**src/rtl/i2c_bus_arbiter.sv**
```systemverilog
// Round-robin arbiter that shares one byte-level I2C master engine between N_REQ clients.
// Each grant runs one engine transaction, with a watchdog that aborts a hung engine.
module i2c_bus_arbiter #(
  parameter int N_REQ     = 2,
  parameter int TO_CYCLES = 4096
) (
  input  logic                 clk,
  input  logic                 rst_n,
  input  logic [N_REQ-1:0]     req,
  input  logic [7*N_REQ-1:0]   req_addr,
  input  logic [N_REQ-1:0]     req_rw,
  input  logic [8*N_REQ-1:0]   req_wdata,
  output logic [N_REQ-1:0]     grant,
  output logic [N_REQ-1:0]     done,
  output logic [7:0]           rdata,
  output logic                 err,
  output logic                 m_start,
  output logic [6:0]           m_addr,
  output logic                 m_rw,
  output logic [7:0]           m_wdata,
  input  logic                 m_busy,
  input  logic                 m_done,
  input  logic                 m_nack,
  input  logic [7:0]           m_rdata
);

  localparam int WD_W = $clog2(TO_CYCLES);

  typedef enum logic [1:0] {
    S_IDLE  = 2'd0,
    S_ISSUE = 2'd1,
    S_WAIT  = 2'd2,
    S_DONE  = 2'd3
  } state_t;

  state_t            state;
  state_t            state_next;
  logic [1:0]        rr_ptr;
  logic [1:0]        win_idx;
  logic [WD_W-1:0]   wd;
  logic              wd_expired;
  logic              pick_found;
  logic [1:0]        pick_idx;
  logic [N_REQ-1:0]  pick_onehot;
  logic [6:0]        pick_addr;
  logic              pick_rw;
  logic [7:0]        pick_wdata;
  logic [1:0]        ptr_after;

  always_ff @(posedge clk or negedge rst_n) begin
    if (!rst_n) begin
      state <= S_IDLE;
    end else begin
      state <= state_next;
    end
  end

  // Scan requesters starting at rr_ptr with wrap; the first set req wins.
  always_comb begin
    state_next  = state;
    pick_found  = 1'b0;
    pick_idx    = 2'd0;
    pick_onehot = '0;
    pick_addr   = 7'd0;
    pick_rw     = 1'b0;
    pick_wdata  = 8'd0;
    wd_expired  = (wd == WD_W'(TO_CYCLES - 1));
    ptr_after   = (int'(win_idx) == N_REQ - 1) ? 2'd0 : win_idx + 2'd1;

    for (int k = 0; k < N_REQ; k++) begin
      for (int i = 0; i < N_REQ; i++) begin
        if (!pick_found && req[i] && ((int'(rr_ptr) + k) % N_REQ == i)) begin
          pick_found     = 1'b1;
          pick_idx       = 2'(i);
          pick_onehot[i] = 1'b1;
          pick_addr      = req_addr[7*i +: 7];
          pick_rw        = req_rw[i];
          pick_wdata     = req_wdata[8*i +: 8];
        end
      end
    end

    case (state)
      S_IDLE:  if (pick_found && !m_busy) state_next = S_ISSUE;
      S_ISSUE: state_next = S_WAIT;
      S_WAIT:  if (m_done || wd_expired) state_next = S_DONE;
      S_DONE:  state_next = S_IDLE;
      default: state_next = S_IDLE;
    endcase
  end

  // m_start is registered out of ISSUE; m_done takes priority over the watchdog.
  always_ff @(posedge clk or negedge rst_n) begin
    if (!rst_n) begin
      grant   <= '0;
      done    <= '0;
      rdata   <= 8'd0;
      err     <= 1'b0;
      m_start <= 1'b0;
      m_addr  <= 7'd0;
      m_rw    <= 1'b0;
      m_wdata <= 8'd0;
      rr_ptr  <= 2'd0;
      win_idx <= 2'd0;
      wd      <= '0;
    end else begin
      m_start <= 1'b0;
      done    <= '0;
      case (state)
        S_IDLE: begin
          if (pick_found && !m_busy) begin
            grant   <= pick_onehot;
            win_idx <= pick_idx;
            m_addr  <= pick_addr;
            m_rw    <= pick_rw;
            m_wdata <= pick_wdata;
          end
        end
        S_ISSUE: begin
          m_start <= 1'b1;
          wd      <= '0;
        end
        S_WAIT: begin
          if (m_done) begin
            rdata <= m_rdata;
            err   <= m_nack;
            done  <= grant;
          end else if (wd_expired) begin
            err  <= 1'b1;
            done <= grant;
          end else begin
            wd <= wd + 1'b1;
          end
        end
        S_DONE: begin
          grant  <= '0;
          rr_ptr <= ptr_after;
        end
        default: ;
      endcase
    end
  end

endmodule
```
**config.mk**
```make
export PLATFORM = sky130hd
export DESIGN_NAME = i2c_bus_arbiter
export DESIGN_NICKNAME = d
export VERILOG_FILES = /design/src/rtl/i2c_bus_arbiter.sv
export SDC_FILE = /design/constraint.sdc
export NUM_CORES = 1
export LEC_CHECK = 0
export ABC_AREA = 1
export CAP_MARGIN = 25
export CORE_MARGIN = 2
export CORE_UTILIZATION = 40
export DETAILED_ROUTE_END_ITERATION = 8
export PLACE_DENSITY = 0.68
export SKIP_CTS_REPAIR_TIMING = 1
export SYNTH_ARGS = -nofsm -noshare
export SYNTH_HDL_FRONTEND = slang
export SYNTH_SLANG_ARGS = --single-unit
```
**constraint.sdc**
```tcl
create_clock -name clk -period 2.39 [get_ports clk]
set_input_delay 0.478 -clock clk [delete_from_list [all_inputs] [get_ports clk]]
set_output_delay 0.478 -clock clk [all_outputs]
set_load 0.01 [all_outputs]
```
# Word level (Yosys, flattened, before mapping)
# Cells that the tools add are included.
# word_totals
latchBits	0
wordCells	88
ram_bits	0
mem_count	0
regBits	47
output_inout_bits	30
mem_bits_ro	0
inputBits	47
# op_classes
addsub	3
n_bitwise	1
n_mul	0
magnitude_cmp	0
n_eq_ne	10
div_mod_pow	0
shift	0
muxes	37
n_reduce_logical	25
# ops
operator	n
logical NOT 32 bit	2
2-to-1 mux 8 bit	4
2-to-1 mux 7 bit	4
2-to-1 mux 12 bit	2
one-hot mux 12 bit (2 select lines)	1
2-to-1 mux 1 bit	16
2-to-1 mux 2 bit	8
adder 12 x 1 -> 12 bit, second input constant	1
== test 12 bit, second input constant	1
AND reduction 2 bit	5
== test 2 bit, second input constant	4
logical AND 1 bit	8
!= test 2 bit, second input constant	4
one-hot mux 2 bit (4 select lines)	1
nonzero test 2 bit	3
logical NOT 1 bit	4
one-hot mux 2 bit (2 select lines)	1
AND reduction 3 bit	1
adder 1 bit, second input constant	2
== test 2 x 1 -> 1 bit, second input constant	1
logical NOT 2 bit	1
AND 1 bit, first input constant	1
logical OR 1 bit	1

# Longest topological paths before layout
# Gate-level depths: netlist of run 1.
# logic_depth
word_depth	18
ltp_mapped	9
mapped_depth_nobuf	9

# Worst setup path before layout of run 1
# OpenSTA, ideal clock, no wires.
# synth_timing
path_kind	register -> register
from	register state[0]
to	register m_addr[0]
path_stages_with_launch	10
t_required_ns	2.321
arrival_ns	1.358
slack_ns	0.963
setup_time_ns	0.069
n_path_buf	1
period_less_slack_ns	1.427
cell_sequence	dfrtp_1 > inv_1 > ha_1 > inv_1 > nor2_8 > nand2_1 > inv_2 > buf_4 > nand2_1 > nand3_1
# synth_between
elab_chain_cells	2
# synth_lines
item	line_no	text
start: declaration	36	state_t state;
start signal: assignment	54	state <= state_next;
logical NOT 2 bit	109	case (state)
AND reduction 2 bit (no line)	-	
end signal: assignment	114	m_addr <= pick_addr;
end: declaration	18	output logic [6:0] m_addr,
# No other way between the ends.
# A chain may end at the register's enable or synchronous reset.

# Worst setup path in the final report of run 1
# layout_timing
from	input port req[0]
to	register grant[0]
# layout_between
elab_chain_cells	17
word_cells_on_any_way	20
cone_classes	eq/ne: 1; mux: 7; reduce/logical: 12
# layout_lines
item	line_no	text
start: declaration	9	input logic [N_REQ-1:0] req,
logical AND 1 bit	72	if (!pick_found && req[i] && ((int'(rr_ptr) + k) % N_REQ == i)) begin
2-to-1 mux 1 bit	72	
logical NOT 1 bit	72	
logical AND 1 bit (2 in a row)	72	
2-to-1 mux 1 bit	72	
logical NOT 1 bit	72	
logical AND 1 bit (2 in a row)	72	
2-to-1 mux 1 bit	72	
logical NOT 1 bit	72	
logical AND 1 bit (2 in a row)	72	
2-to-1 mux 1 bit	72	
logical AND 1 bit	111	if (pick_found && !m_busy) begin
!= test 2 bit (no line)	-	
AND reduction 2 bit (no line)	-	
end signal: assignment	112	grant <= pick_onehot;
end: declaration	13	output logic [N_REQ-1:0] grant,
# Parallel ways exist; a longest one is shown, timed or not. The select of a mux whose other input is x is not followed.

==> impl_metrics.py, run 1 <==
metrics = {
    "final_layout": {
        "final_nets": 409,
        "antennaDiodeCount": 0,
        "layout-drive-gt1-share_pct": 8.403,
        "regArea_sq_mm": 0.001151,
        "multiInputGateArea_sq_mm": 0.001031,
        "n_fill_cell": 516,
        "syn2layout_area_growth_pct": 38.77,
    },
    "global_routing": {
        "grt_use_met1_pct": 24.37,
        "busiest_layer": "met2",
        "grt_pass1_vias": 1882,
        "use_met2_pct": 27.42,
        "grt_usage_pct": 17.60,
        "grt_remaining_overflow": 0,
        "grt_pass1_wl_mm": 8.935,
        "met3_usage_pct": 3.933,
        "grt_max_degree": 47,
        "antenna_found_initial": 0,
    },
    "clock_network": {
        "clkLatencyLatePin_ns": 0.30,
        "ctsLongestPathBuffers": 2,
        "cts_root_buf": "clkbuf_8",
        "cts_htree_levels": 2,
        "path_clk_slew_ns": 0.09,
        "cts_inserted_buffers": 5,
        "cts.sinks": 46,
        "cts_tree": "built",
    },
    "worst_setup_path": {
        "startpoint_type": "primary input",
        "r2r_start": "state[0]",
        "worst_ep_arrival_time_ns": 2.04,
        "crit_end": "grant[0]",
        "required_ns": 2.60,
        "r2r_end": "grant[1]",
        "crit_path_end_kind": "flip-flop",
        "reg2reg_slack_ns": 0.61,
        "path_class": "in -> reg",
        "cp-startpoint": "req[0]",
        "reg2reg_depth": 7,
        "cp_max_fo": 19,
    },
    "yosys": {
        "yosysTopAreaCell": "dfrtp_1",
        "yosysSeqAreaShare_pct": 49.54,
        "ys.flop_type": "dfrtp_1",
        "synth_nets": 332,
        "synth.most_common_cell": "nand2_1",
        "postSynthAreaPerCell_sq_um": 8.328,
        "yosys_warnings": 0,
        "netlist.area_leader.share_pct": 49.54,
        "ys_ff_latch": 46,
        "synth_async_sr_flop_share_pct": 100.0,
        "synth_edf_count": 0,
        "syn_inst": 279,
        "synth.area.top_cells": "dfrtp_1 50%, nand2_1 16%, nand3_1 11%",
        "synth_cell_type_count": 26,
        "synth.top_cells.by_count": "97 x nand2_1, 52 x nand3_1, 46 x dfrtp_1",
        "syn_area_sq_mm": 0.002323,
    },
    "placement": {
        "gp_congestion": 0.8093,
        "io_buffers": 76,
        "place_hpwl_mm": 3.934,
    },
    "pwr": {
        "clkPwrFrac_pct": 16.2,
        "cell_internal_pwr_mw": 1.979,
        "p_per_area_mw_per_mm2": 946.0,
        "max-vdd-ir-drop_v": 0.0006170,
        "pwr-share-seq_pct": 39.3,
        "pwr-share-comb_pct": 44.4,
        "p_sw_share_pct": 35.11,
        "p_leak_nw": 1.517,
        "power.switching_mw": 1.071,
    },
    "timing": {
        "drv_slew": 0,
        "fin_skew_ns": 0.005340,
        "slew_headroom_pct": 60.43,
        "finalSetupViolations": 0,
        "whs_ns": 0.2529,
        "finalSetupTns_ns": 0,
        "tightest_slew_ns": 0.5935,
        "period_needed_ns": 1.828,
        "fmax_ghz": 0.5471,
        "rsz0062_at_grt": "no",
        "hold_viol": 0,
        "fin_crit_sh_pct": 76.48,
    },
    "detailed_routing": {
        "routed_wl_mm": 5.486,
        "first_pass_iters": 4,
        "drc": 0,
        "vias": 2074,
        "first_iter_violations": 98,
        "wl_per_cell_microns": 12.79,
        "vias_per_cell": 4.834,
        "final_antenna_net_count": 0,
    },
    "floorplanning": {
        "rows": 27,
        "core_area_sq_mm": 0.005574,
        "initial_core_util_pct": 41.68,
        "die_h_microns": 80.22,
        "die_area_sq_mm": 0.006434,
        "die_w_microns": 80.22,
        "top_level_ports": 77,
    },
    "outcome": {
        "status": "complete, no violations",
    },
    "run": {
        "maxCapViolations": 0,
    },
    "worst_hold_path": {
        "hold_path.class": "in -> async",
    },
}
[kinds of logic after synthesis]
group,share of synthesized area (%)
buf+inv,6.085
simple gates,34.14
fa+ha+maj,3.231
compound gates,2.369
flops,49.54
xor+xnor,0.7540
mux,3.877
[registers in the layout, summed over array words and instances, names as in the netlist]
register,flops
rdata,8
state,2
done,2
err,1
m_rw,1
m_wdata,8
grant,2
win_idx,1
m_addr,7
rr_ptr,1
wd,12
m_start,1
[critical path, cell delays in order]
cell	delay [ns]
clkdlybuf4s50_1	0.45
o21bai_2	0.31
nor2_8	0.11
inv_2	0.27
o21ai_0	0.22
o21ai_0	0.20
[power groups by stage]
stage | Clock (mW) | Sequential, mW | Combinational, mW
after detailed placement | 0 | 1.22 | 1.37
after CTS | 0.522 | 1.20 | 1.38
after global placement | 0 | 1.21 | 1.35
after floorplan | 0 | 1.30 | 0.607
after global routing | 0.555 | 1.24 | 1.50
final | 0.496 | 1.20 | 1.35
[per-stage QoR]
stage / instance area (sq um) / setup slack, ns / instances / util [%] / total power, mW
final: 3224 / 0.5620 / 429 / 57.85 / 3.050
after global routing: 3224 / 0.4024 / 429 / 57.85 / 3.288
after CTS: 3224 / 0.5565 / 429 / 57.85 / 3.100
after detailed placement: 3129 / 0.3030 / 421 / 56.14 / 2.584
after global placement: 3129 / 0.3441 / 421 / 56.14 / 2.556
after floorplan: 2323 / 0.9632 / 279 / - / 1.911
[placed cells by master (no fill, tap or decap)]
cell	Yosys	layout
nand3_2	2	2
clkbuf_8	0	6
buf_4	1	1
inv_1	22	22
inv_2	3	3
nor2_8	1	1
clkinvlp_4	0	1
a21oi_1	1	1
nor2_1	14	14
nand4_1	2	2
clkdlybuf4s50_1	0	75
o21bai_2	1	1
nor2_2	2	2
mux2_2	8	8
or2_2	1	1
clkinv_2	0	1
o21bai_1	1	1
o21ai_0	5	5
and2_1	1	1
xor2_1	2	2
nand2_2	1	1
nor3b_1	2	2
nand2_1	97	97
ha_1	6	6
nand3_4	1	1
buf_2	5	1
nand3_1	52	52
o22ai_1	1	1
dfrtp_1	46	46
[worst min path at each step]
stage | startpoint | slack [ns] | end | depth (start not counted)
after floorplan | rst_n | 0.18 | done[0] | 0
after global placement | win_idx[0] | 0.45 | rr_ptr[0] | 1
after detailed placement | win_idx[0] | 0.46 | rr_ptr[0] | 1
after CTS | rst_n | 0.29 | m_addr[0] | 2
after global routing | rst_n | 0.29 | m_wdata[4] | 2
final | rst_n | 0.25 | m_addr[0] | 2
[area by class of cell]
type / count / area share (%)
sequential: 46 / 35.70
tap: 72 / 2.794
inverter: 25 / 2.910
clock inverter: 2 / 0.3880
clock buffer: 6 / 2.561
multi-input combinational: 201 / 31.98
timing repair buffer: 77 / 23.67
[layer usage]
metal / share of wire, % / wire length, microns / vias up
met2: 44 / 2436 / 77
li1: - / - / 1051
met1: 46 / 2534 / 940
met5: 0 / 0 / -
met3: 8.1 / 444 / 6
met4: 1.3 / 70 / 0
Note: power is estimated with default switching activity, not from simulation.
==> inputs of run 2 (changes only) <==
- PLACE_DENSITY: 0.68 -> 0.71
- clock period: 2.39 -> 1.55 ns (I/O delays scaled with it)
==> run 2 against run 1 <==
Net effect:
- the flow now finishes with violations (hold timing)
- core utilization increased by 4.9 points
- count of clock-buffer cells in the layout did not move
- final area rose by 8.5%
==> impl_metrics.py, run 2 (synthesis gave the netlist of run 1 again) <==
metrics = {
    "clock_network": {
        "ctsLongestPathBuffers": 2,
        "cts_root_buf": "clkbuf_8",
        "cts_htree_levels": 2,
        "cts.sinks": 46,
        "cts_inserted_buffers": 5,
        "clkLatencyLatePin_ns": 0.30,
        "path_clk_slew_ns": 0.08,
        "cts_tree": "built",
    },
    "floorplanning": {
        "initial_core_util_pct": 41.68,
        "die_h_microns": 80.22,
        "core_area_sq_mm": 0.005574,
        "die_area_sq_mm": 0.006434,
        "top_level_ports": 77,
        "die_w_microns": 80.22,
        "rows": 27,
    },
    "detailed_routing": {
        "final_antenna_net_count": 0,
        "routed_wl_mm": 5.798,
        "vias_per_cell": 4.927,
        "wl_per_cell_microns": 12.83,
        "vias": 2227,
        "first_iter_violations": 150,
        "first_pass_iters": 4,
        "drc": 0,
    },
    "worst_setup_path": {
        "cp_num_buf_inv": 1,
        "reg2reg_slack_ns": 0.13,
        "slowest_stage": "clkdlybuf4s50_1",
        "slowest_delay_ns": 0.54,
        "cp_max_fo": 2,
        "startpoint_type": "flip-flop",
        "path_class": "reg -> out",
        "worstPathCellList": "clkdlybuf4s50_1",
        "worst_ep_arrival_time_ns": 1.19,
        "path_delay_family": "buffers and inverters",
        "crit_path_end_kind": "output pin",
        "required_ns": 1.24,
    },
    "placement": {
        "place_hpwl_mm": 4.150,
        "gp_congestion": 0.7894,
        "place_area_sq_mm": 0.003304,
        "dp.cells": 441,
        "io_buffers": 76,
    },
    "timing": {
        "hold_viol": 46,
        "fin_crit_sh_pct": 96.97,
        "fmax_ghz": 0.6653,
        "finalSetupViolations": 0,
        "period_needed_ns": 1.503,
        "slew_headroom_pct": 80.53,
        "tightest_slew_ns": 0.2918,
        "fin_skew_ns": 0.008894,
        "rsz0062_at_grt": "no",
        "finalSetupTns_ns": 0,
        "drv_slew": 0,
        "whs_ns": -0.01991,
    },
    "final_layout": {
        "largest-register": "wd",
        "largestRegisters": "wd x12, m_wdata x8, rdata x8",
        "multiInputGateArea_sq_mm": 0.001046,
        "layout-drive-gt1-share_pct": 14.21,
        "layout_common_cells": "96 x nand2_1, 55 x clkdlybuf4s50_1, 52 x nand3_1",
        "antennaDiodeCount": 0,
        "n_fill_cell": 473,
        "final_common_cell": "nand2_1",
        "stdcell_count": 452,
        "syn2layout_area_growth_pct": 50.51,
        "regArea_sq_mm": 0.001151,
        "fin_area_sq_mm": 0.003497,
        "final_nets": 432,
        "largest_reg_flops": 12,
    },
    "outcome": {
        "status": "complete, but fails checks",
        "failed_checks": "hold timing",
    },
    "run": {
        "maxCapViolations": 0,
    },
    "pwr": {
        "p_leak_nw": 1.878,
        "cell_internal_pwr_mw": 3.322,
        "p_per_area_mw_per_mm2": 1438,
        "clkPwrFrac_pct": 17.7,
        "p_sw_share_pct": 33.92,
        "max-vdd-ir-drop_v": 0.0006939,
        "pwr-share-comb_pct": 46.1,
        "p_total_mw": 5.028,
        "power.switching_mw": 1.706,
        "pwr-share-seq_pct": 36.2,
    },
    "global_routing": {
        "grt_pass1_vias": 2096,
        "met3_usage_pct": 3.258,
        "grt_remaining_overflow": 0,
        "grt_use_met1_pct": 24.10,
        "grt_usage_pct": 18.68,
        "use_met2_pct": 31.00,
        "grt_max_degree": 47,
        "antenna_found_initial": 0,
        "busiest_layer": "met2",
        "grt_pass1_wl_mm": 9.425,
    },
    "worst_hold_path": {
        "hold_path.class": "in -> async",
    },
}
-- run 2: changes by cell type in the layout (fill, tap and decap cells not counted), sizes merged --
cell / previous run / this run
nand3: 55 / 56
clkinv: 1 / 0
dlymetal6s2s: 0 / 20
clkdlybuf4s50: 75 / 55
bufinv: 0 / 1
buf: 2 / 24
-- run 2: layout make-up --
| class | instances | share of cell area (%) |
|---|---|---|
| clock buffers | 6 | 2.075 |
| flip-flops and latches | 46 | 32.92 |
| multi-input cells | 202 | 29.91 |
| clock inverters | 2 | 1.073 |
| well taps | 72 | 2.576 |
| repair buffers | 99 | 28.69 |
| inverters | 25 | 2.755 |
-- run 2: worst paths after layout --
| check | from | endpoint | cells past startpoint |
|---|---|---|---|
| max | m_addr[3] | m_addr[3] | 1 |
| min | rst_n | m_addr[2] | 2 |
| max reg2reg | state[1] | grant[1] | 7 |
| min reg2reg | win_idx[0] | rr_ptr[0] | 1 |
| max in group asynchronous | rst_n | rdata[5] | 2 |
| min in group clk | win_idx[0] | rr_ptr[0] | 1 |
-- run 2: power groups by stage --
| stage | logic [mW] | clock network, mW | registers [mW] |
|---|---|---|---|
| after detailed placement | 2.34 | 0 | 1.86 |
| final | 2.32 | 0.888 | 1.82 |
| after global routing | 2.54 | 0.984 | 1.87 |
| after CTS | 2.35 | 0.924 | 1.84 |
| after floorplan | 0.935 | 0 | 2.01 |
| after global placement | 2.30 | 0 | 1.85 |
-- run 2: worst reg2reg max path: stages, from the launching register on --
cell     delay [ns]
dfrtp_1        0.41
inv_1          0.11
ha_1           0.18
inv_1          0.09
nor2_8         0.14
nand2_2        0.09
buf_4          0.16
o22ai_1        0.16
-- run 2: through the flow --
| step | utilization [%] | worst slack, ns |
|---|---|---|
| final | 62.74 | 0.04692 |
| after global routing | 62.74 | 0.0003072 |
| after CTS | 61.26 | 0.007238 |
| after detailed placement | 59.28 | -0.1118 |
| after global placement | 59.28 | -0.05785 |
| after floorplan | - | 0.1232 |
-- run 2: per-layer routing --
layer  wire [microns]  vias to the layer above
li1                 -                     1103
met1             2511                     1037
met2             2753                       79
met4               93                        0
met3              440                        8
met5                0                        -
==> inputs of run 3 (changes only) <==
- MAX_ROUTING_LAYER: default -> met4
==> run 3 against run 2 <==
Net effect:
- the flow still finishes with violations (hold timing)
- largest cell class unchanged
- largest power group unchanged
- first-iteration DRC count rose by 2.7%
- critical endpoint unchanged
- worst setup slack worse by 0.0024 ns
- wire length is 0.22% lower
- combinational power barely moved
==> impl_metrics.py, run 3 (synthesis gave the netlist of run 1 again) <==
metrics = {
    "timing": {
        "slew_headroom_pct": 80.53,
        "fin_crit_sh_pct": 97.13,
        "whs_ns": -0.02242,
        "drv_slew": 0,
        "finalSetupTns_ns": 0,
        "fmax_ghz": 0.6642,
        "hold_viol": 46,
        "fin_skew_ns": 0.008813,
        "period_needed_ns": 1.505,
        "tightest_slew_ns": 0.2918,
        "finalSetupViolations": 0,
        "rsz0062_at_grt": "no",
    },
    "global_routing": {
        "grt_max_degree": 47,
        "grt_usage_pct": 19.19,
        "grt_pass1_vias": 2096,
        "antenna_found_initial": 0,
        "grt_remaining_overflow": 0,
        "grt_pass1_wl_mm": 9.425,
    },
    "floorplanning": {
        "die_area_sq_mm": 0.006434,
        "rows": 27,
        "die_h_microns": 80.22,
        "core_area_sq_mm": 0.005574,
        "top_level_ports": 77,
        "initial_core_util_pct": 41.68,
        "die_w_microns": 80.22,
    },
    "pwr": {
        "p_total_mw": 5.024,
        "max-vdd-ir-drop_v": 0.0006939,
        "p_leak_nw": 1.878,
        "p_per_area_mw_per_mm2": 1437,
    },
    "final_layout": {
        "regArea_sq_mm": 0.001151,
        "n_fill_cell": 473,
        "final_nets": 432,
        "syn2layout_area_growth_pct": 50.51,
        "antennaDiodeCount": 0,
        "largest_reg_flops": 12,
        "layout-drive-gt1-share_pct": 14.21,
        "final_common_cell": "nand2_1",
        "largest-register": "wd",
        "multiInputGateArea_sq_mm": 0.001046,
        "largestRegisters": "wd x12, m_wdata x8, rdata x8",
        "layout_common_cells": "96 x nand2_1, 55 x clkdlybuf4s50_1, 52 x nand3_1",
    },
    "clock_network": {
        "path_clk_slew_ns": 0.09,
        "clkLatencyLatePin_ns": 0.30,
        "cts_inserted_buffers": 5,
        "cts_root_buf": "clkbuf_8",
        "cts_htree_levels": 2,
        "cts_tree": "built",
        "ctsLongestPathBuffers": 2,
        "cts.sinks": 46,
    },
    "worst_setup_path": {
        "cp_num_buf_inv": 1,
        "worst_ep_arrival_time_ns": 1.20,
        "slowest_stage": "clkdlybuf4s50_1",
        "required_ns": 1.24,
        "crit_path_end_kind": "output pin",
        "worstPathCellList": "clkdlybuf4s50_1",
        "cp_max_fo": 2,
        "slowest_delay_ns": 0.54,
        "path_delay_family": "buffers and inverters",
        "startpoint_type": "flip-flop",
        "path_class": "reg -> out",
    },
    "outcome": {
        "status": "complete, but fails checks",
        "failed_checks": "hold timing",
    },
    "worst_hold_path": {
        "hold_path.class": "in -> async",
    },
    "detailed_routing": {
        "drc": 0,
        "first_iter_violations": 154,
        "final_antenna_net_count": 0,
        "vias_per_cell": 4.900,
        "wl_per_cell_microns": 12.80,
        "routed_wl_mm": 5.785,
        "first_pass_iters": 4,
        "vias": 2215,
    },
    "placement": {
        "place_hpwl_mm": 4.150,
        "gp_congestion": 0.8005,
        "io_buffers": 76,
    },
    "run": {
        "maxCapViolations": 0,
    },
}
## run 3: cell counts in the layout (fill, tap and decap cells not counted)
Identical to the previous run, type by type.
## run 3: path summary, 6_finish.rpt
check	from	slack, ns	endpoint	cells after the start
min in group clk	win_idx[0]	0.47	rr_ptr[0]	1
worst max-delay path	m_addr[3]	0.04	m_addr[3]	1
worst min-delay path	rst_n	-0.02	m_start	2
max in group asynchronous	rst_n	1.36	rdata[5]	2
worst min register to register	win_idx[0]	0.47	rr_ptr[0]	1
worst max register to register	state[1]	0.13	grant[1]	7
## run 3: report_power, final
part | internal, mW | switching, mW
combinational | 1.23 | 1.09
clock | 0.481 | 0.410
sequential | 1.61 | 0.205
## run 3: stage by stage
stage	hold slack (ns)	instances	util, %	worst slack (ns)	area [sq um]
2_1_floorplan	0.01441	279	-	0.1232	2323
3_3_place_gp	0.3141	441	59.28	-0.05785	3304
3_5_place_dp	0.3139	441	59.28	-0.1118	3304
4_1_cts	-0.01695	449	61.26	0.007238	3415
5_1_grt	0.003069	452	62.74	0.0003072	3497
6_report	-0.02242	452	62.74	0.04452	3497
## run 3: area by class of cell
cell class	instances	area share [%]
multi-input combinational	202	29.91
inverter	25	2.755
clock buffer	6	2.075
clock inverter	2	1.073
timing repair buffer	99	28.69
sequential	46	32.92
tap	72	2.576
## run 3: metal layers
metal	GRT usage (%)	part of all wire, %	vias up
met2	31.00	48	83
met5	-	0	-
met1	24.24	43	1024
li1	-	-	1101
met4	7.627	1.6	0
met3	3.034	7.7	7
